## config.mk

```make
export PLATFORM = sky130hd
export DESIGN_NAME = rpn_sequencer
export DESIGN_NICKNAME = d
export VERILOG_FILES = /design/src/rtl/rpn_pkg.sv /design/src/rtl/rpn_alu.sv /design/src/rtl/rpn_sequencer.sv
export SDC_FILE = /design/constraint.sdc
export NUM_CORES = 1
export LEC_CHECK = 0
export ABC_AREA = 1
export CORE_UTILIZATION = 42
export DETAILED_ROUTE_END_ITERATION = 10
export PLACE_DENSITY = 0.66
export SETUP_SLACK_MARGIN = 0.2
export SKIP_CTS_REPAIR_TIMING = 1
export SYNTH_ARGS = -nofsm -noshare
export SYNTH_HDL_FRONTEND = slang
export SYNTH_SLANG_ARGS = --single-unit
```

## constraint.sdc

```tcl
create_clock -name clk -period 2.6 [get_ports clk]
set_clock_uncertainty 0.2 [all_clocks]
set_input_delay 0.52 -clock clk [delete_from_list [all_inputs] [get_ports clk]]
set_output_delay 0.52 -clock clk [all_outputs]
set_load 0.03 [all_outputs]
```

## src/rtl/rpn_pkg.sv

```systemverilog
// Shared constants for the RPN sequencer: opcodes, FSM state encoding, error codes.
package rpn_pkg;

   localparam logic [2:0] OP_ADD = 3'd0;
   localparam logic [2:0] OP_SUB = 3'd1;
   localparam logic [2:0] OP_AND = 3'd2;
   localparam logic [2:0] OP_OR  = 3'd3;
   localparam logic [2:0] OP_XOR = 3'd4;

   localparam logic [2:0] IDLE   = 3'd0;
   localparam logic [2:0] PUSH_N = 3'd1;
   localparam logic [2:0] POP_A  = 3'd2;
   localparam logic [2:0] POP_B  = 3'd3;
   localparam logic [2:0] PUSH_R = 3'd4;

   localparam logic [1:0] ERR_NONE  = 2'd0;
   localparam logic [1:0] ERR_UNDER = 2'd1;
   localparam logic [1:0] ERR_OVER  = 2'd2;
   localparam logic [1:0] ERR_BADOP = 2'd3;

   function automatic logic op_legal(input logic [2:0] op);
      return op <= OP_XOR;
   endfunction

endpackage

```

## src/rtl/rpn_alu.sv

```systemverilog
// Combinational RPN operator unit: y = b <op> a, where a is the former stack top.
module rpn_alu
   import rpn_pkg::*;
#(
   parameter int WIDTH = 16
) (
   input  logic [WIDTH-1:0] a,
   input  logic [WIDTH-1:0] b,
   input  logic [2:0]       op,
   output logic [WIDTH-1:0] y
);

   always_comb begin
      y = '0;
      case (op)
         OP_ADD:  y = b + a;
         OP_SUB:  y = b - a;
         OP_AND:  y = b & a;
         OP_OR:   y = b | a;
         OP_XOR:  y = b ^ a;
         default: y = '0;
      endcase
   end

endmodule

```

## src/rtl/rpn_sequencer.sv

```systemverilog
// Reverse-Polish token sequencer: pushes operands, pops two entries per operator,
// pushes the result back, and reports results plus sticky error status.
module rpn_sequencer
   import rpn_pkg::*;
#(
   parameter int WIDTH = 16,
   parameter int DEPTH = 8
) (
   input  logic                       clk,
   input  logic                       rst,
   input  logic                       clr,
   input  logic                       tok_valid,
   output logic                       tok_ready,
   input  logic                       tok_is_op,
   input  logic [WIDTH-1:0]           tok_data,
   output logic                       stk_push,
   output logic                       stk_pop,
   output logic [WIDTH-1:0]           stk_din,
   input  logic [WIDTH-1:0]           stk_dout,
   input  logic                       stk_full,
   input  logic                       stk_empty,
   output logic                       res_valid,
   output logic [WIDTH-1:0]           res_data,
   output logic [$clog2(DEPTH+1)-1:0] cnt,
   output logic                       err,
   output logic [1:0]                 err_code
);

   localparam int CW = $clog2(DEPTH + 1);

   logic [2:0]       state;
   logic [WIDTH-1:0] a_q;
   logic [WIDTH-1:0] b_q;
   logic [WIDTH-1:0] opnd;
   logic [2:0]       op_q;
   logic [WIDTH-1:0] alu_y;
   logic [2:0]       opcode;
   logic             accept;
   logic             new_err;
   logic [1:0]       new_code;

   assign opcode = tok_data[2:0];
   assign accept = tok_valid & tok_ready;

   assign tok_ready = (state == IDLE) & ~err;
   assign stk_push  = (state == PUSH_N) | (state == PUSH_R);
   assign stk_pop   = (state == POP_A)  | (state == POP_B);
   assign res_valid = (state == PUSH_R);
   assign stk_din   = (state == PUSH_N) ? opnd :
                      (state == PUSH_R) ? res_data : '0;

   rpn_alu #(.WIDTH(WIDTH)) u_alu (
      .a  (a_q),
      .b  (b_q),
      .op (op_q),
      .y  (alu_y)
   );

   // Bad opcode is checked before underflow so an illegal operator never touches the stack.
   always_comb begin
      new_err  = 1'b0;
      new_code = ERR_NONE;
      if (accept) begin
         if (tok_is_op) begin
            if (!op_legal(opcode)) begin
               new_err  = 1'b1;
               new_code = ERR_BADOP;
            end else if (cnt < CW'(2) || stk_empty) begin
               new_err  = 1'b1;
               new_code = ERR_UNDER;
            end
         end else if (cnt == CW'(DEPTH) || stk_full) begin
            new_err  = 1'b1;
            new_code = ERR_OVER;
         end
      end
   end

   always_ff @(posedge clk or posedge rst) begin
      if (rst) begin
         state    <= IDLE;
         cnt      <= '0;
         a_q      <= '0;
         b_q      <= '0;
         opnd     <= '0;
         op_q     <= OP_ADD;
         res_data <= '0;
      end else begin
         case (state)
            IDLE: begin
               if (accept && !new_err) begin
                  if (tok_is_op) begin
                     a_q   <= stk_dout;
                     op_q  <= opcode;
                     state <= POP_A;
                  end else begin
                     opnd  <= tok_data;
                     state <= PUSH_N;
                  end
               end
            end
            PUSH_N: begin
               cnt   <= cnt + CW'(1);
               state <= IDLE;
            end
            // The stack pops at the mid-cycle negedge, so stk_dout is already the second entry here.
            POP_A: begin
               b_q   <= stk_dout;
               cnt   <= cnt - CW'(1);
               state <= POP_B;
            end
            POP_B: begin
               res_data <= alu_y;
               cnt      <= cnt - CW'(1);
               state    <= PUSH_R;
            end
            PUSH_R: begin
               cnt   <= cnt + CW'(1);
               state <= IDLE;
            end
            default: state <= IDLE;
         endcase
      end
   end

   always_ff @(posedge clk or posedge rst) begin
      if (rst) begin
         err      <= 1'b0;
         err_code <= ERR_NONE;
      end else if (new_err) begin
         err      <= 1'b1;
         err_code <= new_code;
      end else if (clr) begin
         err      <= 1'b0;
         err_code <= ERR_NONE;
      end
   end

endmodule
```

Word-level counts from Yosys, hierarchy flattened
Cells that the tools add are included.
{"block": "classes", "bitwise": 9, "n_mux": 21, "eq_ne": 10, "n_lt_le_gt_ge": 2, "n_reduce_logical": 12, "addsub": 4}
{"op": "16-bit case mux with 5 select lines", "n": 1}
{"op": "16-bit two-way mux", "n": 2}
{"op": "16-bit adder", "n": 1}
{"op": "16-bit AND", "n": 1}
{"op": "16-bit bitwise OR", "n": 1}
{"op": "16-bit subtractor", "n": 1}
{"op": "16-bit bitwise XOR", "n": 1}
{"op": "2-bit two-way mux", "n": 7}
{"op": "3-bit by 2-bit equality test with 1-bit output (second input constant)", "n": 4}
{"op": "3-bit case mux with 3 select lines", "n": 1}
{"op": "1-bit two-way mux", "n": 8}
{"op": "4-bit case mux with 2 select lines", "n": 1}
{"op": "3-bit by 1-bit equality test with 1-bit output (second input constant)", "n": 2}
{"op": "3-bit equality test (second input constant)", "n": 2}
{"op": "3-bit zero test", "n": 2}
{"op": "3-bit AND reduction", "n": 2}
{"op": "4-bit by 1-bit adder with 4-bit output (second input constant)", "n": 1}
{"op": "4-bit equality test (second input constant)", "n": 1}
{"op": "4-bit by 2-bit < comparator with 1-bit output (second input constant)", "n": 1}
{"op": "2-bit nonzero test", "n": 2}
{"op": "2-bit OR reduction", "n": 2}
{"op": "4-bit by 1-bit subtractor with 4-bit output (second input constant)", "n": 1}
{"op": "3-bit <= comparator (second input constant)", "n": 1}
{"op": "3-bit two-way mux", "n": 1}
{"op": "other kinds (7)", "n": 11}
{"block": "word_totals", "wordCells": 67, "ff_bits": 77, "output_inout_bits": 43}

Depth between registers and ports, before layout
{"block": "logic_depth", "ltp_word": 10, "ltp_mapped": 22, "depth_no_buf": 22}

Cells and area by module
A second synthesis with hierarchy kept.
{"block": "unflattened", "cells_unflattened": 775, "hier_area_um2": 5644.2}
{"module": "rpn_sequencer", "seq_area_each_um2": 1926.8, "cells_each": 408, "area_per_inst_um2": 3468.3, "n_inst": 1}
{"module": "rpn_alu", "seq_area_each_um2": 0.0, "cells_each": 367, "area_per_inst_um2": 2175.8, "n_inst": 1}

Worst setup path before layout
No wires, ideal clock.
{"block": "synth_timing", "kind": "register to register", "from": "register a_q[0]", "to": "register res_data[15]", "setup_ns": 0.117, "arrival_ns": 2.525, "slack_ns": -0.242, "path_buffers": 0, "stages_incl_launch_ff": 22, "cell_sequence": "dfrtp_1 inv_1 ha_1 nand3_1 nor2_1 inv_1 o21ai_2 nand2_1 nor2_1 o21ai_1 xor2_1 ha_1 nand2_1 inv_1 a21oi_1 nand2_1 a21oi_1 nand3_1 nand3_1 nand2_1 nand2_1 nand2_1"}
{"block": "synth_via", "elab_chain_len": 2}
{"item": "start: declaration", "line_no": "rpn_sequencer.sv:32", "source": "logic [WIDTH-1:0] a_q;"}
{"item": "start signal: assignment", "line_no": "rpn_sequencer.sv:93", "source": "a_q <= stk_dout;"}
{"item": "16-bit subtractor / 16-bit adder (equally long branches)", "line_no": "rpn_alu.sv:17, rpn_alu.sv:16"}
{"item": "16-bit case mux with 5 select lines (*)", "line_no": "rpn_alu.sv:15", "source": "case (op)"}
{"item": "end signal: assignment", "line_no": "rpn_sequencer.sv:113", "source": "res_data <= alu_y;"}
{"item": "end: declaration", "line_no": "rpn_sequencer.sv:23", "source": "output logic [WIDTH-1:0] res_data,"}
Every way passes the cells marked *; elsewhere a longest branch is shown, timed or not.
A chain may end at the register's enable or synchronous reset.

Final worst setup path
Ends and elaborated chain as after synthesis.

==> impl_metrics.ini <==
[sta]
drv_slew = 0
slew_headroom_pct = 56.14
worst_pin_slew_ns = 0.6572
min_period_ns = 2.940
final_hold_viol_count = 0
rsz0062_at_grt = yes
fin_ws_ns = -0.3396
timing.fmax_mhz = 340.2
finalSetupViolations = 12
final.period_utilization_pct = 113.1
hold_ws_ns = 0.3032

[floorplan]
initial_core_util_pct = 43.62
fp.dieArea_sq_um = 13090
die_height_microns = 114.4
num_rows = 40
io_pins = 82
die_x_microns = 114.4
core-area_sq_um = 12160

[synth]
yosys_warnings = 0
synth-edff-count = 0
synth_nets = 793
synth-main-ff-cell = dfrtp_1
yosys-top-cells-count = 175 x nand2_1, 94 x inv_1, 77 x dfrtp_1, 72 x nor2_1, 50 x ha_1
seq_area_frac_synth_pct = 36.32
postSynthRegisterBits = 77
synth_fa_ha_area_share_pct = 12.55
synth_mux_area_share_pct = 0.2123
synthXorXnorAreaFrac_pct = 2.807
synthTopCellsByArea = dfrtp_1 36%, nand2_1 12%, ha_1 12%
async_flop_share_pct = 100.0
synth_compound_area_share_pct = 15.45
synth-simple-area-share_pct = 23.56
yosysMostFrequentCell = nand2_1
syn_inst = 702
synth.top_cell.area_share_pct = 36.32
avgSynthCellArea_sq_um = 7.557
syn_area_sq_um = 5305
synth_top_family_by_area = simple AND/OR/NAND/NOR gates
synthDistinctLibCells = 38
yosysTopAreaCell = dfrtp_1

[worst_setup_path]
timing.rr.start = a_q[0]$_DFFE_PP0P_
worstPathArrival_ns = 2.98
cp-start-kind = flop
path_class = reg -> reg
worst_ep_required_time_ns = 2.64
r2r_cells = 21
cp_max_fo = 3
ff2ff_setup_slack_ns = -0.34
rr_endpoint = res_data[15]$_DFFE_PP0N_
cp-end-kind = flop

[cts]
cts_made_buffers = 9
cts_tree = built
cts_sinks = 77
clock_latency_ns = 0.35
h-tree-depth = 3
cts_root_buffer = clkbuf_16
ctsLongestPathBuffers = 2
cts.clk_slew.worst_paths_ns = 0.07

[detailed_routing]
vias_per_cell = 4.958
wirelength_mm = 15.66
drtIter0Drc = 256
dr.pass1.iters = 4
wire_per_inst_microns = 15.37
remaining_drc_errors = 0
num_vias = 5052
drtAntennaViolNets = 0

[global_route]
grt_usage_pct = 24.16
grt_pass1_wl_mm = 24.34
grt_max_degree = 78
grt_pass1_vias = 5090
overflow = 0
antenna_found_initial = 0

[placement]
dp_slack_ns = -0.2981
dp_hpwl_mm = 11.30
port_buffers = 81
gp_congestion = 0.8959

[run]
maxCapViolations = 0

[status]
status = finished, violations left
violations = negative setup slack

[cells_and_area]
fillers = 1062
area_growth_pct = 43.54
fin_nets = 937
layout-drive-gt1-share_pct = 27.73
diodes = 0

[hold_path]
hold_path_end = opnd[0]$_DFFE_PP0P_
hp-start = opnd[0]$_DFFE_PP0P_
hold_class = reg -> reg
worstHoldPathCells = 2
==> metal layers <==
metal	track usage (%)	part of all wire, %
met5	0	0
met3	4.447	3.7
met4	7.706	1.2
met2	42.63	51
met1	29.77	44
==> cell type report <==
class                           instances  area [sq um]  area share (%)
Multi-Input combinational cell        505          3391           44.53
Sequential cell                        77          1927           25.30
Timing Repair Buffer                  152          1410           18.52
Inverter                              101         391.6           5.143
Clock buffer                           10         239.0           3.138
Tap cell                              168         210.2           2.760
Clock inverter                          6         46.29          0.6080
==> flip-flops by register name, summed over array words and instances, names as in the netlist <==
register,flops
b_q,16
a_q,16
op_q,3
opnd,16
state,3
err_code,2
res_data,16
err,1
cnt,4
==> worst max-delay path by stage <==
stage	startpoint	to	slack, ns	depth (start not counted)
3_3_place_gp	a_q[0]$_DFFE_PP0P_	res_data[15]$_DFFE_PP0N_	-0.24	21
5_1_grt	a_q[0]$_DFFE_PP0P_	res_data[15]$_DFFE_PP0N_	-0.52	21
2_1_floorplan	a_q[0]$_DFFE_PP0P_	res_data[15]$_DFFE_PP0N_	-0.13	21
6_report	a_q[0]$_DFFE_PP0P_	res_data[15]$_DFFE_PP0N_	-0.34	21
3_5_place_dp	a_q[0]$_DFFE_PP0P_	res_data[15]$_DFFE_PP0N_	-0.30	21
4_1_cts	a_q[0]$_DFFE_PP0P_	res_data[15]$_DFFE_PP0N_	-0.30	21
==> critical path: stages (launching register included) <==
cell     delay (ns)
dfrtp_1        0.38
inv_2          0.10
ha_4           0.14
nand3_2        0.08
nor2_1         0.11
inv_1          0.08
o21ai_2        0.17
nand2_2        0.10
nor2_4         0.14
o21ai_2        0.07
xor2_1         0.15
ha_1           0.34
nand2_2        0.11
inv_2          0.04
a21oi_2        0.14
nand2_1        0.07
a21oi_1        0.11
nand3_1        0.08
nand3_1        0.07
nand2_1        0.05
nand2_1        0.06
nand2_1        0.04
==> logic make-up after synthesis <==
family                     Yosys count
xor gates and xnor gates            17
buffers and inverters              120
adders and majority gates           52
DFF                                 77
AOI/OAI and AO/OA                  135
muxes                                1
and+or+nand+nor                    300
==> metrics by stage <==
step,area (sq um),setup TNS (ns),cells,util [%]
finish,7615,-2.297,1019,62.61
global route,7615,-4.404,1019,62.61
CTS,6985,-3.356,1001,57.44
detailed placement,6700,-1.708,985,55.09
global placement,6700,-1.388,985,55.09
floorplan,5390,-0.1299,702,-
==> placed cells by master, fill, tap and decap left out, types with 17 or more instances in the layout <==
cell type / instances
nand2_1: 152
a21oi_2: 24
dfrtp_1: 77
o21ai_1: 17
clkdlybuf4s50_1: 61
o21ai_0: 26
buf_4: 68
ha_1: 42
inv_1: 83
nand3_1: 26
nand2_2: 18
nor2_1: 64
buf_6: 17
a21oi_1: 22
Power is left out: the tool's default activity adds up to more than one toggle a clock period on the data nets, which glitch-free logic cannot reach.
==> patch 1 (same flow settings) <==
`DEPTH`: 8 -> 16.
--- a/src/rtl/rpn_sequencer.sv
+++ b/src/rtl/rpn_sequencer.sv
@@ -5,5 +5,5 @@
 #(
    parameter int WIDTH = 16,
-   parameter int DEPTH = 8
+   parameter int DEPTH = 16
 ) (
    input  logic                       clk,
Ports: changed (resized cnt); port bits go from 82 to 83. No check against the original RTL was run, so the function may have changed too.
==> patch 1 against the unedited design <==
The flow still finishes with violations (negative setup slack). Cell area is 2.0% higher. Non-clock buffer count is 2 higher. First-iteration DRC count is 15% higher. Sequential cell count is 1 higher. Setup slack better by 0.057 ns. Wire length is 0.78% lower. Area after synthesis is 2.9% higher.
Power is not shown: default switching activity piles up to over one toggle a cycle in this logic, so the estimate is an artifact.
==> patch 1: results (changes against the unedited design) <==
placed wire-length estimate=11,380 um (+0.68%); max layer used=met4; placer's final routability congestion estimate=0.9428 (+5.2%); Area contributors post-synth=dfrtp_1 (36%), ha_1 (12%), nand2_1 (12%), inv_1 (7.1%), nor2_1 (5.3%); synth unique cells=41 (+7.9%); cell family with the largest share of critical-path delay=simple AND/OR/NAND/NOR gates; final setup vio count=11 (-1); setup slack after layout=-0.2824 ns (+0.05720 ns); largest net degree at the start of global routing=39 (-50%); Worst-Skew Late Latency=0.35 ns (about the same); post-synthesis mux area share=0 (-0.002123); number of H-tree levels=3 (unchanged); vias in the first global route=5,201 (+2.2%); hold path cells=2 (unchanged); register area share after synthesis=0.3574 (-0.005819); Critical Path Max Stage Delay=0.40 ns (+0.02 ns); metal2 WL=7713 um (-2.6%); XOR/XNOR Fraction of Synth Area=0.02887 (+0.0007999); Adder-Cell Fraction of Synth Area=0.1242 (-0.001302); Iter 0 DRT Violations=295 (+15%); CTS clk-pin slew, worst paths=0.06 ns; WL met3=562 um (-3.9%); pre-CTS WS=-0.3445 ns (-0.04642 ns); synth cell count leaders=nand2_1 (169), inv_1 (104), dfrtp_1 (78); share of post-route cells with drive strength above 1=0.2813 (+0.003965); failing checks=negative setup slack; All-Layer GR Usage=0.2336 (-0.007999); Port Buffer Count=82 (+1.2%); slowest stage cell, crit path=dfrtp_1; drt pass-1 iters=5 (+1); first-pass GRT wire length=24,210 um (-0.54%); Hold Crit Class=reg -> reg; # diodes=0 (unchanged); syn nets=810 (+2.1%); status=complete, but fails checks; met1 wire length=6763 um (-2.9%); hold slack=0.3086 ns (+0.005407 ns); Fin Setup TNS=-1.739 ns (+0.5578 ns); Crit Path Max Fanout=4 (+1); Primary FF master, synth=dfrtp_1; initial antenna violation count=0 (unchanged); worst relative slew slack=0.6422 (+0.08080); Synth Area in Compound Gates=0.1588 (+0.004282); Synth warnings=0 (unchanged); WL final=15,540 um (-0.78%); Async SR Flop Fraction=1.000 (unchanged); vias per inst=5.106 (+3.0%); CTS Buf Count=9 (unchanged); Crit path arrival time=2.92 ns (-0.06 ns); Max Buffers Root-to-Sink=2 (unchanged); depth of the most critical reg-to-reg path=20 (-4.8%); Nets=958 (+2.2%)
==> patch 1: kinds of logic (layout without fill, tap and decap cells) <==
family / Yosys count / after routing
AND/OR/NAND/NOR: 303 / 303
AO/OA/AOI/OAI: 140 / 140
buffers and inverters: 126 / 279
flip-flops: 78 / 78
adder cells (fa/ha/maj): 53 / 53
XOR/XNOR: 18 / 18
==> patch 1: path summary, 6_finish.rpt <==
kind,start,endpoint
hold reg to reg,res_data[11],res_data[11]
setup reg to reg,a_q[0],res_data[15]
setup / recovery,a_q[0],res_data[15]
max in group asynchronous,rst,a_q[6]
hold / removal,res_data[11],res_data[11]
min in group asynchronous,rst,cnt[2]
==> patch 1: area by class of cell <==
type | count | area, um^2
clock buffer | 12 | 236.5
timing repair inverter | 1 | 7.507
sequential | 78 | 1958
clock inverter | 4 | 48.80
multi-input combinational | 514 | 3450
fill | 1131 | 4906
inverter | 108 | 417.9
tap | 172 | 215.2
timing repair buffer | 154 | 1431
==> patch 1: per-layer routing <==
layer,up-vias,track usage
li1,2606,-
met4,0,0.09915
met1,2561,0.2919
met3,36,0.05858
met5,-,0
met2,123,0.3837
==> patch 1: per-stage QoR <==
| stage | instances | area, um^2 |
|---|---|---|
| 2_1_floorplan | 718 | 5515 |
| 3_3_place_gp | 1013 | 6909 |
| 3_5_place_dp | 1013 | 6909 |
| 4_1_cts | 1029 | 7194 |
| 5_1_grt | 1043 | 7765 |
| 6_report | 1043 | 7765 |
==> patch 1: worst min-delay path, cell delays in order (launching register included) <==
cell and delay (ns):
dfrtp_1 0.36, nand2_1 0.06, nand2_1 0.05
==> patch 2 (same settings) <==
Without the edit above. Make the reset (`rst`) synchronous in 2 clocked blocks.
--- a/src/rtl/rpn_sequencer.sv
+++ b/src/rtl/rpn_sequencer.sv
@@ -77,5 +77,5 @@
    end
 
-   always_ff @(posedge clk or posedge rst) begin
+   always_ff @(posedge clk) begin
       if (rst) begin
          state    <= IDLE;
@@ -124,5 +124,5 @@
    end
 
-   always_ff @(posedge clk or posedge rst) begin
+   always_ff @(posedge clk) begin
       if (rst) begin
          err      <= 1'b0;
Function: differs if rst is asserted again (counterexample within 4 cycles, from zero or initial values and one cycle with rst high); with rst held inactive, the same outputs for 10 cycles.
==> patch 2 against the unedited design <==
The run still ends with negative setup slack left. Sequential share of layout area fell by 3.3 points. Cell area down 7.4%. Wire length decreased by 6.8%. First-iteration DRC count is 0.78% higher. Area after synthesis shrank 6.6%. Setup slack better by 0.027 ns. Cell count shrank 0.69%. Sequential cell count unchanged.
==> patch 2: results (changes against the unedited design) <==
post-synthesis mux area share=0 (-0.002123); drt pass-1 iters=4 (unchanged); largest net degree at the start of global routing=40 (-49%); WL final=14,600 um (-6.8%); # diodes=0 (unchanged); initial antenna violation count=0 (unchanged); cell family with the largest share of critical-path delay=simple AND/OR/NAND/NOR gates; Crit Path Max Fanout=5 (+2); Fin Setup TNS=-1.933 ns (+0.3642 ns); Async SR Flop Fraction=0 (-1.000); Slew @ Worst Pin=0.4670 ns (-0.1902 ns); synth cell count leaders=nand2_1 (153), inv_1 (98), a21oi_1 (89); Crit path arrival time=2.95 ns (-0.03 ns); layout filler cell count=1,027 (-3.3%); CTS Buf Count=9 (unchanged); Worst-Skew Late Latency=0.35 ns (about the same); vias in the first global route=5,080 (-0.20%); Critical Path Max Stage Delay=0.33 ns (-0.05 ns); register area share after synthesis=0.3110 (-0.05225); Port Buffer Count=81 (unchanged); Nets=955 (+1.9%); placer's final routability congestion estimate=0.8920 (-0.44%); final setup vio count=9 (-3); vias per inst=5.169 (+4.3%); Max Buffers Root-to-Sink=2 (unchanged); placed wire-length estimate=10,840 um (-4.1%); All-Layer GR Usage=0.2392 (-0.002390); Peak VDD IR=0.3983 mV; share of post-route cells with drive strength above 1=0.2290 (-0.04832); first-pass GRT wire length=23,750 um (-2.4%); XOR/XNOR Fraction of Synth Area=0.02650 (-0.001564); status=complete, but fails checks; Iter 0 DRT Violations=258 (+0.78%); synth unique cells=34 (-11%); Area contributors post-synth=dfxtp_1 (31%), ha_1 (13%), nand2_1 (12%), a21oi_1 (9.0%), o21ai_0 (8.8%); setup slack after layout=-0.3127 ns (+0.02698 ns); number of H-tree levels=3 (unchanged); Primary FF master, synth=dfxtp_1; failing checks=negative setup slack; syn nets=814 (+2.6%); Synth Area in Compound Gates=0.2171 (+0.06258); Adder-Cell Fraction of Synth Area=0.1343 (+0.008804); slowest stage cell, crit path=dfxtp_2
patch 2: final cells by class:
cell class	instances	area (um^2)	area share
tap	143	178.9	0.02536
sequential	77	1550	0.2198
timing repair buffer	156	1384	0.1962
clock inverter	6	70.07	0.009933
multi-input combinational	520	3264	0.4628
clock buffer	10	229.0	0.03246
inverter	100	377.9	0.05357
patch 2: power by group:
part	leakage (uW)	internal, uW	switching [uW]
Sequential	0.000629	1260	61.9
Combinational	0.00241	1010	1250
Clock	0.000136	750	539
patch 2: per-stage QoR:
step	std cells	worst slack (ns)	area [um^2]	utilization	total power, uW
after floorplan	723	-0.09488	5076	-	2547
final	1012	-0.3127	7054	0.6152	4873
after global placement	989	-0.3489	6434	0.5610	3277
after CTS	1005	-0.4482	6733	0.5871	4612
after detailed placement	989	-0.4290	6434	0.5610	3313
after global routing	1012	-0.5546	7054	0.6152	5167
patch 2: metal layers:
metal,track usage,wire length (um),share of wire
met1,0.2974,6706,0.46
met2,0.4153,7193,0.49
met3,0.03952,370,0.025
met4,0.08444,329,0.023
met5,0,0,0
patch 2: cells by family (layout without fill, tap and decap cells):
group                    Yosys count  in the layout
XOR/XNOR                          15             15
adder cells (fa/ha/maj)           52             52
AO/OA/AOI/OAI                    200            200
buffers and inverters            126            272
AND/OR/NAND/NOR                  253            253
flip-flops                        77             77
patch 2: final timing paths:
kind | slack [ns] | start | cells after the start | end
max | -0.31 | a_q[0] | 22 | res_data[15]
min | 0.25 | opnd[6] | 2 | opnd[6]
max reg2reg | -0.31 | a_q[0] | 22 | res_data[15]
min reg2reg | 0.25 | opnd[6] | 2 | opnd[6]
patch 2: worst register-to-register path: stages, from the launching register on:
cell	delay (ns)
dfxtp_2	0.33
inv_2	0.07
ha_4	0.13
inv_2	0.04
nor3_4	0.13
nand3_2	0.13
nor3_4	0.21
nand3_2	0.12
nand2_2	0.09
xor2_1	0.15
inv_1	0.09
ha_4	0.33
nand2_4	0.07
inv_2	0.07
nand2_2	0.07
nor3_2	0.13
nand2_1	0.07
nand3_1	0.06
nand2_1	0.05
nand3_1	0.08
nand2_1	0.05
nand2_1	0.06
a21oi_1	0.06
